[src/rtl/display_pkg.sv]
// rtl/display_pkg.sv - segment table, blank constant and output polarity helpers for display_scan_7s
package display_pkg;

    localparam logic [6:0] SEG_OFF = 7'h00;

    // Active-high segment codes, bit 0 = segment a ... bit 6 = segment g.
    function automatic logic [6:0] hex_to_seg(input logic [3:0] nib);
        logic [6:0] seg;
        case (nib)
            4'h0: seg = 7'h3F;
            4'h1: seg = 7'h06;
            4'h2: seg = 7'h5B;
            4'h3: seg = 7'h4F;
            4'h4: seg = 7'h66;
            4'h5: seg = 7'h6D;
            4'h6: seg = 7'h7D;
            4'h7: seg = 7'h07;
            4'h8: seg = 7'h7F;
            4'h9: seg = 7'h6F;
            4'hA: seg = 7'h77;
            4'hB: seg = 7'h7C;
            4'hC: seg = 7'h39;
            4'hD: seg = 7'h5E;
            4'hE: seg = 7'h79;
            default: seg = 7'h71;
        endcase
        return seg;
    endfunction

    function automatic logic [6:0] seg_pol(input logic [6:0] seg, input bit active_low);
        return active_low ? ~seg : seg;
    endfunction

    function automatic logic bit_pol(input logic b, input bit active_low);
        return active_low ? ~b : b;
    endfunction

endpackage

[src/rtl/seg7_decode.sv]
// rtl/seg7_decode.sv - combinational hex nibble to active-high 7-segment code
module seg7_decode
    import display_pkg::*;
(
    input  logic [3:0] nib,
    output logic [6:0] seg
);

    assign seg = hex_to_seg(nib);

endmodule

[src/rtl/display_scan_7s.sv]
// rtl/display_scan_7s.sv - multiplexed N-digit 7-segment scanner with tear-free frame
// updates, leading-zero blanking, PWM brightness and anti-ghost dead time
module display_scan_7s
    import display_pkg::*;
#(
    parameter int N_DIGITS   = 4,
    parameter int CLK_DIV    = 50000,
    parameter int BRIGHT_W   = 4,
    parameter int ACTIVE_LOW = 1
) (
    input  logic                    clk,
    input  logic                    rst_n,
    input  logic [4*N_DIGITS-1:0]   X,
    input  logic [N_DIGITS-1:0]     dp,
    input  logic                    load,
    input  logic                    blank_lz,
    input  logic [BRIGHT_W-1:0]     bright,
    output logic [6:0]              D,
    output logic                    DP,
    output logic [N_DIGITS-1:0]     An,
    output logic                    tick
);

    localparam int PW = $clog2(CLK_DIV);
    localparam int IW = (N_DIGITS > 1) ? $clog2(N_DIGITS) : 1;
    localparam bit AL = (ACTIVE_LOW != 0);
    localparam logic [PW-1:0] PRESC_MAX = PW'(CLK_DIV - 1);
    localparam logic [IW-1:0] IDX_MAX   = IW'(N_DIGITS - 1);

    logic [PW-1:0]                 presc;
    logic [IW-1:0]                 idx;
    logic [BRIGHT_W-1:0]           pwm;
    logic                          pend;
    logic [N_DIGITS-1:0][3:0]      pend_x;
    logic [N_DIGITS-1:0][3:0]      shadow_x;
    logic [N_DIGITS-1:0]           pend_dp;
    logic [N_DIGITS-1:0]           shadow_dp;
    logic                          tick_c;
    logic                          wrap;
    logic                          zero_run;
    logic [N_DIGITS-1:0]           lz_mask;
    logic [6:0]                    cur_seg;
    logic                          pwm_en;
    logic [N_DIGITS-1:0]           an_act;

    assign tick_c = (presc == PRESC_MAX);
    assign tick   = tick_c;
    assign wrap   = tick_c && (idx == IDX_MAX);

    always_ff @(posedge clk or negedge rst_n) begin
        if (!rst_n) begin
            presc <= '0;
            idx   <= '0;
            pwm   <= '0;
        end else begin
            presc <= tick_c ? '0 : presc + PW'(1);
            pwm   <= pwm + BRIGHT_W'(1);
            if (tick_c) begin
                idx <= (idx == IDX_MAX) ? '0 : idx + IW'(1);
            end
        end
    end

    // Shadow only moves on the frame-wrap edge, so a frame never mixes old and new digits.
    always_ff @(posedge clk or negedge rst_n) begin
        if (!rst_n) begin
            pend      <= 1'b0;
            pend_x    <= '0;
            pend_dp   <= '0;
            shadow_x  <= '0;
            shadow_dp <= '0;
        end else if (wrap) begin
            pend <= 1'b0;
            if (load) begin
                shadow_x  <= X;
                shadow_dp <= dp;
            end else if (pend) begin
                shadow_x  <= pend_x;
                shadow_dp <= pend_dp;
            end
        end else if (load) begin
            pend    <= 1'b1;
            pend_x  <= X;
            pend_dp <= dp;
        end
    end

    always_comb begin
        lz_mask  = '0;
        zero_run = 1'b1;
        for (int k = N_DIGITS - 1; k >= 1; k--) begin
            zero_run   = zero_run && (shadow_x[k] == 4'h0);
            lz_mask[k] = zero_run;
        end
    end

    seg7_decode u_dec (
        .nib (shadow_x[idx]),
        .seg (cur_seg)
    );

    assign pwm_en = (pwm < bright) || (&bright);

    // Registering a dark An on the tick edge leaves the first cycle of each slot unlit.
    always_comb begin
        an_act = '0;
        if (pwm_en && !(blank_lz && lz_mask[idx]) && !tick_c) begin
            an_act[idx] = 1'b1;
        end
    end

    always_ff @(posedge clk or negedge rst_n) begin
        if (!rst_n) begin
            D  <= seg_pol(SEG_OFF, AL);
            DP <= bit_pol(1'b0, AL);
            An <= AL ? '1 : '0;
        end else begin
            D  <= seg_pol(cur_seg, AL);
            DP <= bit_pol(shadow_dp[idx], AL);
            An <= AL ? ~an_act : an_act;
        end
    end

endmodule

[config.mk]
export PLATFORM = sky130hd
export DESIGN_NAME = display_scan_7s
export DESIGN_NICKNAME = d
export VERILOG_FILES = /design/src/rtl/display_pkg.sv /design/src/rtl/seg7_decode.sv /design/src/rtl/display_scan_7s.sv
export SDC_FILE = /design/constraint.sdc
export NUM_CORES = 1
export LEC_CHECK = 0
export CAP_MARGIN = 20
export CORE_ASPECT_RATIO = 0.9
export CORE_UTILIZATION = 55
export CTS_CLUSTER_DIAMETER = 80
export DETAILED_ROUTE_END_ITERATION = 8
export PLACE_DENSITY = 0.86
export SYNTH_ARGS = -nofsm -noshare
export SYNTH_HDL_FRONTEND = slang
export SYNTH_HIERARCHICAL = 1
export SYNTH_SLANG_ARGS = --single-unit
[constraint.sdc]
create_clock -name clk -period 2.5 [get_ports clk]
set_input_delay 0.5 -clock clk [delete_from_list [all_inputs] [get_ports clk]]
set_output_delay 0.5 -clock clk [all_outputs]
set_load 0.05 [all_outputs]
==> flow_summary.toml, run 1 <==
[status]
status = "finished, final reports clean"

[global_routing]
grt_usage_pct = 22.3
grt_pass1_wl_mm = 12.4
antenna_found_initial = 0
grt_overflow = 0
grt_max_degree = 37
grt_pass1_vias = 2488

[die]
die_h_um = 81.2
dieArea_um2 = 7310
ios = 41
core_area_um2 = 6660
row_count = 28
die_width_um = 90.0
start_util_pct = 57.6

[route]
wirelength_mm = 7.22
drc = 0
dr.pass1.iters = 4
drt_iter0_drc = 129
vias_per_cell = 5.55
num_vias = 2386
ant_nets = 0
wl_per_cell_um = 16.8

[synth]
yosysUniqueCellTypes = 43
synth_top_area_share_pct = 41.1
synth-edff-count = 0
yosys_warnings = 6
syn_nets = 330
synthFlopType = "dfrtp_1"
ys_seq_area_share_pct = 49.3
async_flop_share_pct = 100
netlist.top_cell.by_area = "dfrtp_1"
syn_avg_cell_area_um2 = 13.4
synth_area_leaders = "dfrtp_1 41%, mux2_2 13%, dfstp_2 8.2%"
syn_area_um2 = 3830
synth_cells = 286
ys_ff_latch = 75

[sta]
hold_viol = 0
setup_viol_count_final = 0
fmax_mhz = 454
setup_tns_ps = 0
final_min_period_over_clock_period_pct = 88.2
holdWs_ps = 141
worst_pin_slew_ps = 577
slew_viol_final = 0
maxSlewHeadroom_pct = 61.5
fin_worst_skew_ps = 7.91
rsz0062_at_grt = "false"
fin_crit_ps = 2200

[final_layout]
final_common_cell = "dfrtp_1"
drive_above_1_share_pct = 33.5
syn2layout_area_growth_pct = 21.5
final_cell_mix = "63 x dfrtp_1, 43 x mux2_2, 38 x clkdlybuf4s50_1"
fin_cells = 430
num-nets-final = 379
antennaDiodeCount = 0

[critical_path]
cp.arrival_ps = 2440
critPathCapture = "pend_x[13]"
r2r_slack_ps = 300
timing.critical_path.from = "presc[0]"
reg2reg_from = "presc[0]"
crit_required_ps = 2740
cp-start-kind = "register"
rr_endpoint = "pend_x[13]"
reg2regPathDepth = 7
end_kind = "register"
critPathKind = "reg -> reg"
critPathMaxFanout = 18

[placement]
dp_cells = 412
gp_congestion = 0.764
hpwl_mm = 5.08
io_buffers = 40

[run]
drv_cap = 0

[clock_tree]
clk_latency_ps = 350
cts_num_sinks = 75
cts_tree = "yes"
clock_path_buffers = 2
clockRootBuffer = "clkbuf_8"
hold_buffers = 0
cts_htree_levels = 3
path_clk_slew_ps = 80
cts_made_buffers = 9

[pwr]
p_leak_nw = 2.09
peakVddDrop_uv = 417
intPower_mw = 2.22
pwr-share-comb_pct = 10.3
p_clk_share_pct = 43.8
p_per_area_nw_per_um2 = 608
p_switching_uw = 612
sequentialPowerShare_pct = 45.9
p_sw_share_pct = 21.6

[hold_path]
hp-class = "in -> async"
[flip-flops by register name (all words and copies together), names as in the netlist]
name       flops
shadow_dp      4
pend_x        16
pwm            4
pend_dp        4
An             4
shadow_x      16
D              7
presc         16
pend           1
DP             1
idx            2
[worst min-delay path by stage]
stage,depth (start not counted),slack [ps],from,endpoint
CTS,1,140,rst_n,pend_x[5]
detailed placement,1,480,presc[15],presc[15]
floorplan,0,200,rst_n,idx[0]
global placement,1,460,presc[15],presc[15]
finish,1,140,rst_n,shadow_x[10]
global route,1,170,rst_n,shadow_x[10]
[area by class of cell]
type	instances	area, um^2
Sequential cell	75	1890
Inverter	22	82.6
Tap cell	90	113
Clock inverter	6	136
Fill cell	473	2000
Multi-Input combinational cell	179	1780
Clock buffer	10	138
Timing Repair Buffer	48	515
[power groups by stage]
stage                     sequential (mW)  combinational, mW  clock, mW
after CTS                            1.30              0.297       1.26
after global placement               1.32              0.285          0
after detailed placement             1.32              0.294          0
after global routing                 1.31              0.316       1.31
final                                1.30              0.292       1.24
after floorplan                      1.35              0.141          0
[synth_stat cells (3+ instances only)]
| master | count |
|---|---|
| nand3_1 | 8 |
| xnor2_1 | 4 |
| o21ai_0 | 5 |
| mux2_4 | 20 |
| nand4_1 | 8 |
| ha_1 | 16 |
| xor2_1 | 9 |
| inv_1 | 22 |
| nand2_1 | 10 |
| clkbuf_1 | 4 |
| nor2_1 | 10 |
| nor4_1 | 3 |
| mux4_2 | 5 |
| mux2i_1 | 5 |
| a21oi_1 | 4 |
| nor3_1 | 3 |
| mux2_2 | 43 |
| buf_6 | 5 |
| dfrtp_1 | 63 |
| dfstp_2 | 12 |
| and3_1 | 3 |
[timing repair]
item                       4_1_cts  5_1_grt
setup endpoints to repair        0        1
setup buffers                    0        2
hold endpoints to repair         0        0
gates resized for setup          0        0
[critical path, stage by stage (launching register included)]
cell,delay [ps]
dfrtp_1,440
ha_1,270
nand3_1,180
nand4b_4,220
buf_4,190
o21ai_2,220
buf_12,210
mux2_2,360
[per-stage QoR]
stage | power, mW | area [um^2] | setup slack [ps] | util [%]
6_report | 2.84 | 4660 | 295 | 70.0
3_5_place_dp | 1.62 | 4370 | 334 | 65.7
5_1_grt | 2.94 | 4660 | 163 | 70.0
3_3_place_gp | 1.60 | 4370 | 402 | 65.7
2_1_floorplan | 1.49 | 3830 | 232 | -
4_1_cts | 2.86 | 4640 | 117 | 69.8
[kinds of logic after synthesis]
logic type      Yosys count  synth area share, %
compound gates           15                 2.55
xor+xnor                 13                 2.97
fa+ha+maj                16                 5.22
buf+inv                  32                 4.14
flops                    75                 49.3
mux                      74                 25.4
simple gates             61                 10.4
[metal layers]
layer  track usage (%)  vias up  part of all wire (%)
met4              8.39        0                   1.7
met5                 0        -                     0
met3              4.96       14                   4.2
met2              39.0       55                    50
li1                  -     1115                     -
met1              27.6     1202                    44
(Power assumes the default switching activity.)
==> run 2: changes to the inputs <==
CAP_MARGIN = not set   (was 20)
CORE_UTILIZATION = 56   (was 55)
PLACE_DENSITY = 0.88   (was 0.86)
SYNTH_HIERARCHICAL = not set   (was 1)
==> run 2 against run 1 <==
Compared with the run above: the run now ends with setup timing left; final area shrank 4.6%; routed wire length shrank 6.9%; sequential share of layout area grew 1.9 points; maximum frequency shrank 13%; clock power shrank 26%; sequential power shrank 3%; clock skew shrank 1.6 ps; sequential cell count is the same; register-to-register slack lost 240 ps; first-iteration DRC count shrank 27%; hold slack lost 47 ps; critical path type is now reg -> out; largest cell class unchanged.
==> flow_summary.toml, run 2 <==
[status]
status = "finished with violations"
violations = "setup timing"

[die]
die_width_um = 87.0
row_count = 27
ios = 41
dieArea_um2 = 6830
start_util_pct = 58.9
core_area_um2 = 6180
die_h_um = 78.5

[global_routing]
antenna_found_initial = 0
grt_usage_pct = 22.2
grt_overflow = 0
grt_pass1_vias = 2460
grt_pass1_wl_mm = 11.3
grt_max_degree = 41

[critical_path]
critPathKind = "reg -> out"
cp.arrival_ps = 2020
reg2regPathDepth = 8
cp-start-kind = "register"
end_kind = "output port"
reg2reg_from = "presc[7]"
crit_required_ps = 2000
critPathMaxFanout = 8
r2r_slack_ps = 60
rr_endpoint = "pend_x[11]"

[synth]
ys_seq_area_share_pct = 52.0
ys_ff_latch = 75
syn_nets = 339
synth-edff-count = 0
async_flop_share_pct = 100
synth_common_cells = "63 x dfrtp_1, 35 x nor2_1, 22 x mux2_2, 22 x mux2i_1, 20 x a21oi_2"
synth_top_area_share_pct = 43.3
yosys_warnings = 0
synth_cells = 297
netlist.top_cell.by_area = "dfrtp_1"
synth.most_common_cell = "dfrtp_1"
synthFlopType = "dfrtp_1"
synth_area_leaders = "dfrtp_1 43%, dfstp_2 8.7%, mux2_2 6.8%"
syn_avg_cell_area_um2 = 12.3
syn_area_um2 = 3640
yosysUniqueCellTypes = 39

[clock_tree]
hold_buffers = 0
cts_made_buffers = 9
cts_htree_levels = 3
clock_path_buffers = 2
cts_tree = "yes"
cts_num_sinks = 75
clockRootBuffer = "clkbuf_8"
path_clk_slew_ps = 70
clk_latency_ps = 350

[pwr]
p_leak_nw = 2.00
peakVddDrop_uv = 474
p_per_area_nw_per_um2 = 529
intPower_mw = 1.83
pwr-share-comb_pct = 7.5
p_sw_share_pct = 22.4
p_switching_uw = 528
p_clk_share_pct = 38.9
sequentialPowerShare_pct = 53.6

[final_layout]
num-nets-final = 397
multi_input_area_um2 = 1600
syn2layout_area_growth_pct = 22.1
seqCellArea_um2 = 1890
top_regs = "pend_x: 16 flops, presc: 16 flops, shadow_x: 16 flops"
drive_above_1_share_pct = 28.3
antennaDiodeCount = 0
final_common_cell = "dfrtp_1"
fillers = 429
final_cell_mix = "63 x dfrtp_1, 38 x clkdlybuf4s50_1, 35 x nor2_1"

[sta]
fin_crit_ps = 2520
hold_viol = 0
holdWs_ps = 94.8
slew_viol_final = 0
fmax_mhz = 396
setup_tns_ps = -22.2
final_min_period_over_clock_period_pct = 101
maxSlewHeadroom_pct = 66.3
rsz0062_at_grt = "true"
fin_worst_skew_ps = 6.28
setup_ws_ps = -22.2
setup_viol_count_final = 1
worst_pin_slew_ps = 503

[route]
ant_nets = 0
wirelength_mm = 6.72
vias_per_cell = 5.31
dr.pass1.iters = 7
drt_iter0_drc = 94
wl_per_cell_um = 15.0
drc = 0
num_vias = 2374

[placement]
gp_congestion = 0.823
hpwl_mm = 4.57
io_buffers = 40

[run]
drv_cap = 0

[hold_path]
hp-class = "in -> async"
run 2: cell types whose count changed in the layout (fill, tap and decap cells not counted), moves of 5 or more:
| cell | before | now |
|---|---|---|
| a21oi_2 | 0 | 20 |
| nand2_1 | 10 | 16 |
| mux2i_1 | 5 | 22 |
| mux2_4 | 20 | 0 |
| buf_4 | 4 | 17 |
| mux2_2 | 43 | 22 |
| nor2_1 | 10 | 35 |
| nand4_1 | 8 | 3 |
| inv_1 | 22 | 12 |
run 2: kinds of logic after synthesis:
logic type,count (synthesis),share of synthesized area (%)
AOI/OAI and AO/OA,35,7.42
xor gates and xnor gates,16,3.85
adders and majority gates,14,4.81
buffers and inverters,26,4.09
DFF,75,52.0
muxes,50,16.6
and+or+nand+nor,81,11.3
run 2: worst max path at each step:
stage	startpoint	end	slack, ps
6_report	presc[7]	tick	-20
5_1_grt	presc[4]	tick	-80
4_1_cts	presc[0]	tick	20
3_5_place_dp	bright[1]	An[2]	90
3_3_place_gp	bright[1]	An[3]	190
2_1_floorplan	presc[4]	tick	40
run 2: area by class of cell:
class	count	share of cell area [%]
Sequential cell	75	42.5
Multi-Input combinational cell	196	36.0
Timing Repair Buffer	61	13.6
Clock buffer	11	3.18
Tap cell	87	2.45
Clock inverter	5	1.18
Inverter	12	1.01
run 2: worst max-delay path, cell delays in order (launching register included):
cell     delay [ps]
dfrtp_1         400
or4b_4          560
nor4_4          380
buf_6           190
buf_12          140
run 2: through the flow:
stage          cells  instance area, um^2  total power [mW]  utilization [%]  setup slack, ps
4_1_cts          435                 4350              2.38             70.4             15.2
6_report         447                 4450              2.35             71.9            -22.2
3_5_place_dp     418                 4150              1.46             67.1             93.0
5_1_grt          447                 4450              2.45             71.9            -75.2
3_3_place_gp     418                 4150              1.46             67.1              193
2_1_floorplan    297                 3640              1.37                -             43.1
run 2: power by group through the flow:
stage	registers, mW	logic [mW]	clock network, mW
5_1_grt	1.27	0.194	0.989
3_3_place_gp	1.28	0.174	0
3_5_place_dp	1.28	0.180	0
4_1_cts	1.26	0.180	0.933
2_1_floorplan	1.28	0.0863	0
6_report	1.26	0.176	0.915
run 2: repair_timing:
| item | CTS | global route |
|---|---|---|
| cloned | 0 | 0 |
| buffers inserted | 1 | 12 |
| endpoints found under the setup margin | 1 | 1 |
| pin swaps | 1 | 2 |
| gates resized for setup | 1 | 1 |
run 2: metal layers:
metal	share of wire (%)	wire length [um]	vias to the layer above	track usage, %
li1	-	-	1152	-
met1	42	2820	1144	27.0
met2	51	3410	61	36.2
met3	4.7	317	17	8.20
met4	2.6	172	0	8.00
met5	0	0	-	0
